$ cat src/rtl/pb_itf_multi_pkg.sv
// -----------------------------------------------------------------------------
// pb_itf_multi_pkg
//   Shared definitions for the multi-channel push-button interface:
//   - default timing counts for the board clock (debounce, long press, repeat)
//   - per-channel FSM state encodings
//   - small constant helpers used to size the channel counters
//   No ports; imported by pb_chan and pb_itf_multi.
// -----------------------------------------------------------------------------
package pb_itf_multi_pkg;

    // Default timing for the board clock, in sysclk cycles.
    localparam int DEF_DEB_CYC = 20;
    localparam int DEF_LP_CYC  = 1000;
    localparam int DEF_RPT_CYC = 250;

    // Per-channel FSM state encodings.
    localparam logic [1:0] ST_LOCK  = 2'd0;  // ignore key until first seen released
    localparam logic [1:0] ST_IDLE  = 2'd1;  // released, waiting for a press
    localparam logic [1:0] ST_PRESS = 2'd2;  // pressed, counting towards long press
    localparam logic [1:0] ST_HOLD  = 2'd3;  // long press done, auto-repeat phase

    // Bits needed to hold the value max_val (at least 1).
    function automatic int cnt_width(input int max_val);
        return (max_val < 1) ? 1 : $clog2(max_val + 1);
    endfunction

    function automatic int max2(input int a, input int b);
        return (a > b) ? a : b;
    endfunction

endpackage

$ cat src/rtl/pb_chan.sv
// -----------------------------------------------------------------------------
// pb_chan
//   One push-button channel: 2-FF synchroniser, debouncer and press
//   classification FSM. The raw input is already normalised (1 = pressed).
//
//   Ports
//     sysclk        in  1  system clock, rising edge
//     rst           in  1  synchronous active-high reset
//     key_pressed   in  1  raw asynchronous key, 1 = pressed
//     key_level     out 1  debounced level, 1 = pressed
//     short_press   out 1  1-cycle pulse, released before LP_CYC hold cycles
//     long_press    out 1  1-cycle pulse, hold reached LP_CYC cycles
//     repeat_press  out 1  1-cycle pulse every RPT_CYC cycles after long press
// -----------------------------------------------------------------------------
module pb_chan
    import pb_itf_multi_pkg::*;
#(
    parameter int DEB_CYC = DEF_DEB_CYC,
    parameter int LP_CYC  = DEF_LP_CYC,
    parameter int RPT_EN  = 1,
    parameter int RPT_CYC = DEF_RPT_CYC
) (
    input  logic sysclk,
    input  logic rst,
    input  logic key_pressed,
    output logic key_level,
    output logic short_press,
    output logic long_press,
    output logic repeat_press
);

    localparam int DEB_W = cnt_width(DEB_CYC);
    localparam int HC_W  = cnt_width(max2(LP_CYC, RPT_CYC));

    localparam logic [DEB_W-1:0] DEB_LAST = DEB_W'(DEB_CYC - 1);
    localparam logic [HC_W-1:0]  LP_LAST  = HC_W'(LP_CYC - 1);
    localparam logic [HC_W-1:0]  RPT_LAST = HC_W'(RPT_CYC - 1);
    localparam logic [HC_W-1:0]  HC_MAX   = '1;

    logic             sync_p0;
    logic             sync_p1;
    logic             deb_q;
    logic [DEB_W-1:0] deb_cnt;
    logic             deb_flip;
    logic             deb_next;
    logic [1:0]       state;
    logic [HC_W-1:0]  hc;

    // ---- stage p0/p1: two-flop synchroniser ----
    // Deliberately not reset: after reset the LOCK state needs the key's real
    // level straight away so that a key held through reset stays locked out.
    always_ff @(posedge sysclk) begin
        sync_p0 <= key_pressed;
        sync_p1 <= sync_p0;
    end

    // ---- debounce: accept a level only after DEB_CYC stable cycles ----
    // deb_next is the level being accepted on this edge; the FSM looks at it
    // so that events line up with the cycle key_level changes.
    assign deb_flip = (sync_p1 != deb_q) && (deb_cnt == DEB_LAST);
    assign deb_next = deb_q ^ deb_flip;

    always_ff @(posedge sysclk) begin
        if (rst) begin
            deb_q   <= 1'b0;
            deb_cnt <= '0;
        end else begin
            deb_q <= deb_next;
            if ((sync_p1 == deb_q) || deb_flip) begin
                deb_cnt <= '0;
            end else if (deb_cnt != DEB_LAST) begin
                deb_cnt <= deb_cnt + 1'b1;
            end
        end
    end

    assign key_level = deb_q;

    // ---- classification FSM ----
    // PRESS/HOLD release checks come first so a release always wins over a
    // long press or repeat that falls due on the same edge.
    always_ff @(posedge sysclk) begin
        if (rst) begin
            state        <= ST_LOCK;
            hc           <= '0;
            short_press  <= 1'b0;
            long_press   <= 1'b0;
            repeat_press <= 1'b0;
        end else begin
            short_press  <= 1'b0;
            long_press   <= 1'b0;
            repeat_press <= 1'b0;
            case (state)
                ST_LOCK: begin
                    // Leave only once the key is really released, not merely
                    // because the debouncer came out of reset at "released".
                    if (!deb_next && !sync_p1) begin
                        state <= ST_IDLE;
                    end
                    hc <= '0;
                end
                ST_IDLE: begin
                    if (deb_next) begin
                        state <= ST_PRESS;
                    end
                    hc <= '0;
                end
                ST_PRESS: begin
                    if (!deb_next) begin
                        short_press <= 1'b1;
                        state       <= ST_IDLE;
                        hc          <= '0;
                    end else if (hc == LP_LAST) begin
                        long_press <= 1'b1;
                        state      <= ST_HOLD;
                        hc         <= '0;
                    end else if (hc != HC_MAX) begin
                        hc <= hc + 1'b1;
                    end
                end
                ST_HOLD: begin
                    if (!deb_next) begin
                        state <= ST_IDLE;
                        hc    <= '0;
                    end else if (RPT_EN != 0) begin
                        if (hc == RPT_LAST) begin
                            repeat_press <= 1'b1;
                            hc           <= '0;
                        end else if (hc != HC_MAX) begin
                            hc <= hc + 1'b1;
                        end
                    end
                end
                default: begin
                    state <= ST_LOCK;
                    hc    <= '0;
                end
            endcase
        end
    end

endmodule

$ cat src/rtl/pb_itf_multi.sv
// -----------------------------------------------------------------------------
// pb_itf_multi
//   Multi-channel push-button interface. Normalises key polarity to
//   pressed = 1 and fans the bus out to N_KEYS independent pb_chan instances.
//
//   Ports
//     sysclk        in  1       system clock, rising edge
//     rst           in  1       synchronous active-high reset
//     key           in  N_KEYS  raw asynchronous buttons, polarity per ACTIVE_LOW
//     key_level     out N_KEYS  debounced level, 1 = pressed
//     short_press   out N_KEYS  1-cycle pulse on release before long press
//     long_press    out N_KEYS  1-cycle pulse when hold reaches LP_CYC
//     repeat_press  out N_KEYS  1-cycle pulse every RPT_CYC while held after long
// -----------------------------------------------------------------------------
module pb_itf_multi
    import pb_itf_multi_pkg::*;
#(
    parameter int N_KEYS     = 4,
    parameter int ACTIVE_LOW = 1,
    parameter int DEB_CYC    = DEF_DEB_CYC,
    parameter int LP_CYC     = DEF_LP_CYC,
    parameter int RPT_EN     = 1,
    parameter int RPT_CYC    = DEF_RPT_CYC
) (
    input  logic              sysclk,
    input  logic              rst,
    input  logic [N_KEYS-1:0] key,
    output logic [N_KEYS-1:0] key_level,
    output logic [N_KEYS-1:0] short_press,
    output logic [N_KEYS-1:0] long_press,
    output logic [N_KEYS-1:0] repeat_press
);

    logic [N_KEYS-1:0] key_pressed;

    // Inverting ahead of the synchroniser is equivalent to inverting after it.
    assign key_pressed = (ACTIVE_LOW != 0) ? ~key : key;

    for (genvar i = 0; i < N_KEYS; i++) begin : g_chan
        pb_chan #(
            .DEB_CYC (DEB_CYC),
            .LP_CYC  (LP_CYC),
            .RPT_EN  (RPT_EN),
            .RPT_CYC (RPT_CYC)
        ) u_chan (
            .sysclk       (sysclk),
            .rst          (rst),
            .key_pressed  (key_pressed[i]),
            .key_level    (key_level[i]),
            .short_press  (short_press[i]),
            .long_press   (long_press[i]),
            .repeat_press (repeat_press[i])
        );
    end

endmodule

$ cat config.mk
export PLATFORM = sky130hd
export DESIGN_NAME = pb_itf_multi
export DESIGN_NICKNAME = d
export VERILOG_FILES = /design/src/rtl/pb_itf_multi_pkg.sv /design/src/rtl/pb_chan.sv /design/src/rtl/pb_itf_multi.sv
export SDC_FILE = /design/constraint.sdc
export NUM_CORES = 1
export LEC_CHECK = 0
export ABC_AREA = 1
export CAP_MARGIN = 10
export CORE_MARGIN = 8
export CORE_UTILIZATION = 60
export DETAILED_ROUTE_END_ITERATION = 8
export GPL_TIMING_DRIVEN = 0
export PLACE_DENSITY = 0.79
export SLEW_MARGIN = 20
export SYNTH_ARGS = -nofsm -noshare
export SYNTH_HDL_FRONTEND = slang
export SYNTH_HIERARCHICAL = 1
export SYNTH_SLANG_ARGS = --single-unit
$ cat constraint.sdc
create_clock -name sysclk -period 2.5 [get_ports sysclk]
set_input_delay 0.375 -clock sysclk [delete_from_list [all_inputs] [get_ports sysclk]]
set_output_delay 0.375 -clock sysclk [all_outputs]
set_load 0.01 [all_outputs]
==> impl_metrics.csv <==
group,metric,value,unit
floorplan,die_y,105.1,µm
timing,worstMarginPinSlew,0.8811,ns
global_routing,antenna_found_initial,0,
clock_network,cts_tree,"yes",
clock_network,clk_path_buf_depth,2,
finish,largest_register,"g_chan.u_chan/hc",
global_routing,grt_pass1_wl,14800,µm
critical_path,startpoint_type,"input pin",
finish,multi_input_area,2580,µm²
finish,final_core_util,0.6911,
place,finalWeightedCongestion,0.8591,
drt,dr.first_iter.drc_count,121,
critical_path,critical_path_class,"in2reg",
timing,fmax,0.5473,GHz
synth,synth_cells,593,
synth,syn_nets,631,
timing,relSlewSlack,0.4108,
power_and_ir_drop,p_per_area,652.6,nW/µm²
timing,clock_skew,0.008349,ns
drt,first_pass_iters,4,
drt,remaining_drc_errors,0,
timing,hold_violations,0,
synth,syn_area,4763,µm²
floorplan,die_area,11050,µm²
finish,fin_nets,663,
timing,rsz0062_at_grt,"no",
timing,setup_slack,0.6729,ns
critical_path,crit_fanout,21,
clock_network,clk_latency,0.35,ns
drt,avgViaCountPerCell,5.071,
drt,routedWlPerCell,11.43,µm
timing,fin_crit,1.827,ns
global_routing,grt_pass1_vias,3592,
drt,wirelength,8353,µm
clock_network,tritoncts.num_buffers,9,
critical_path,cp-end-kind,"flip-flop",
clock_network,cts_resized,0,
critical_path,required,2.76,ns
synth,syn_avg_cell_area,8.033,µm²
place,dpl_worst_slack,0.3566,ns
finish,drive_gt1_frac,0.1876,
finish,antenna_cells,0,
synth,synth_warnings,6,
timing,final_max_slew_viol_count,0,
critical_path,crit_arrival,2.09,ns
floorplan,die_width,105.1,µm
place,place_hpwl,6118,µm
drt,vias,3707,
timing,fin_crit_sh,0.7308,
finish,seqCellArea,1842,µm²
floorplan,initial_utilization,0.6164,
floorplan,io_pins,22,
place,io_buffer_count,21,
clock_network,cts_root_buf,"clkbuf_8",
floorplan,rows,32,
clock_network,clock_sink_count,92,
run_status,status,"finished, final reports clean",
synth,ys_ff_latch,92,
finish,largestRegisters,"g_chan.u_chan/hc: 40 flops, g_chan.u_chan/deb_cnt: 20 flops, g_chan.u_chan/state: 8 flops",
power_and_ir_drop,p_leak,2.179,nW
finish,largest_reg_flops,40,
flow_run,cap_violations,0,
timing,setup_viol,0,
hold_path,hp-class,"reg2reg",
clock_network,htreeDepth,3,
global_routing,grt_start_max_net_pins,22,
drt,ant_nets,0,
timing,tns,0,ns
clock_network,cts_hold_buf,0,
global_routing,grt-ovfl-total,0,
clock_network,cts_setup_buffers,0,
global_routing,grt.total_usage,0.1568,
synth,ys_seq_area_frac,0.3867,
power_and_ir_drop,ir_drop,0.4152,mV
timing,whs,0.3348,ns
floorplan,core,7727,µm²
synth,synth_cell_types,26,
clock_network,path_clk_slew,0.09,ns
finish,fillers,599,
finish,area_delta_synth_final,12.11,%
==> routing by layer <==
metal | track usage | share of wire | up-vias
met5 | 0 | 0 | -
met4 | 0.04995 | 0.0096 | 0
met3 | 0.04177 | 0.031 | 9
met2 | 0.2896 | 0.50 | 46
met1 | 0.1691 | 0.46 | 1705
li1 | - | - | 1947
==> where the power goes <==
group	internal (mW)	switching (mW)	leakage, nW
combinational	0.277	0.404	1.32
clock	0.687	0.489	0.116
sequential	1.56	0.0730	0.747
total	2.52	0.966	2.18
==> path summary, 6_finish.rpt <==
kind / cells past startpoint / slack, ns / to / from
max reg2reg: 10 / 0.90 / g_chan[0].u_chan/hc[9] / g_chan[0].u_chan/deb_cnt[1]
max: 5 / 0.67 / g_chan[3].u_chan/deb_cnt[1] / rst
min reg2reg: 0 / 0.33 / g_chan[3].u_chan/sync_p1 / g_chan[3].u_chan/sync_p0
min: 0 / 0.33 / g_chan[3].u_chan/sync_p1 / g_chan[3].u_chan/sync_p0
==> through the flow <==
step | std cells | cell area (µm²) | power (mW)
2_1_floorplan | 593 | 4763 | 2.170
3_3_place_gp | 716 | 5101 | 2.292
3_5_place_dp | 716 | 5101 | 2.329
4_1_cts | 731 | 5340 | 3.529
5_1_grt | 731 | 5340 | 3.712
6_report | 731 | 5340 | 3.485
==> cell families after synthesis <==
| kind of cell | count (synthesis) | synth area share |
|---|---|---|
| buffers and inverters | 91 | 0.07171 |
| AO/OA/AOI/OAI | 50 | 0.06462 |
| AND/OR/NAND/NOR | 300 | 0.3415 |
| XOR/XNOR | 28 | 0.05148 |
| adder cells (fa/ha/maj) | 32 | 0.08405 |
| flip-flops | 92 | 0.3867 |
==> placed cells by master (no fill, tap or decap), drive strengths merged, types with 3 or more instances in the layout <==
cell           instances
xnor2                 12
a21oi                 26
o21ai                 16
nor2                 102
xor2                  16
nand2                105
a21boi                 4
inv                   91
a21o                   4
clkbuf                11
bufinv                 3
nand3                 53
ha                    32
nor4                   4
dfxtp                 92
nand4                 12
clkdlybuf4s50         21
nor3                  23
==> synthesized netlist by cell type, drive strengths merged <==
cell type  instances  area (µm²)
nand2            105       501.7
nor2             102       488.0
dfxtp             92        1842
inv               91       341.6
nand3             53       365.4
ha                32       400.4
a21oi             26       163.9
nor3              23       165.2
o21ai             16       83.83
xor2              16       140.1
nand4             12       75.07
xnor2             12       105.1
a21boi             4       30.03
a21o               4       30.03
nor4               4       25.02
and3               1       6.260
==> worst max-delay path, stage by stage <==
cell	delay, ns
clkdlybuf4s50_1	1.05
inv_1	0.24
nand4_1	0.27
a21o_1	0.11
inv_1	0.03
==> final cells by class <==
| type | count | area share |
|---|---|---|
| Clock buffer | 11 | 0.02648 |
| Timing Repair Buffer | 21 | 0.03936 |
| Sequential cell | 92 | 0.3449 |
| Multi-Input combinational cell | 410 | 0.4831 |
| Inverter | 91 | 0.06396 |
| Clock inverter | 4 | 0.01828 |
| Tap cell | 102 | 0.02390 |
(Power assumes the default switching activity.)
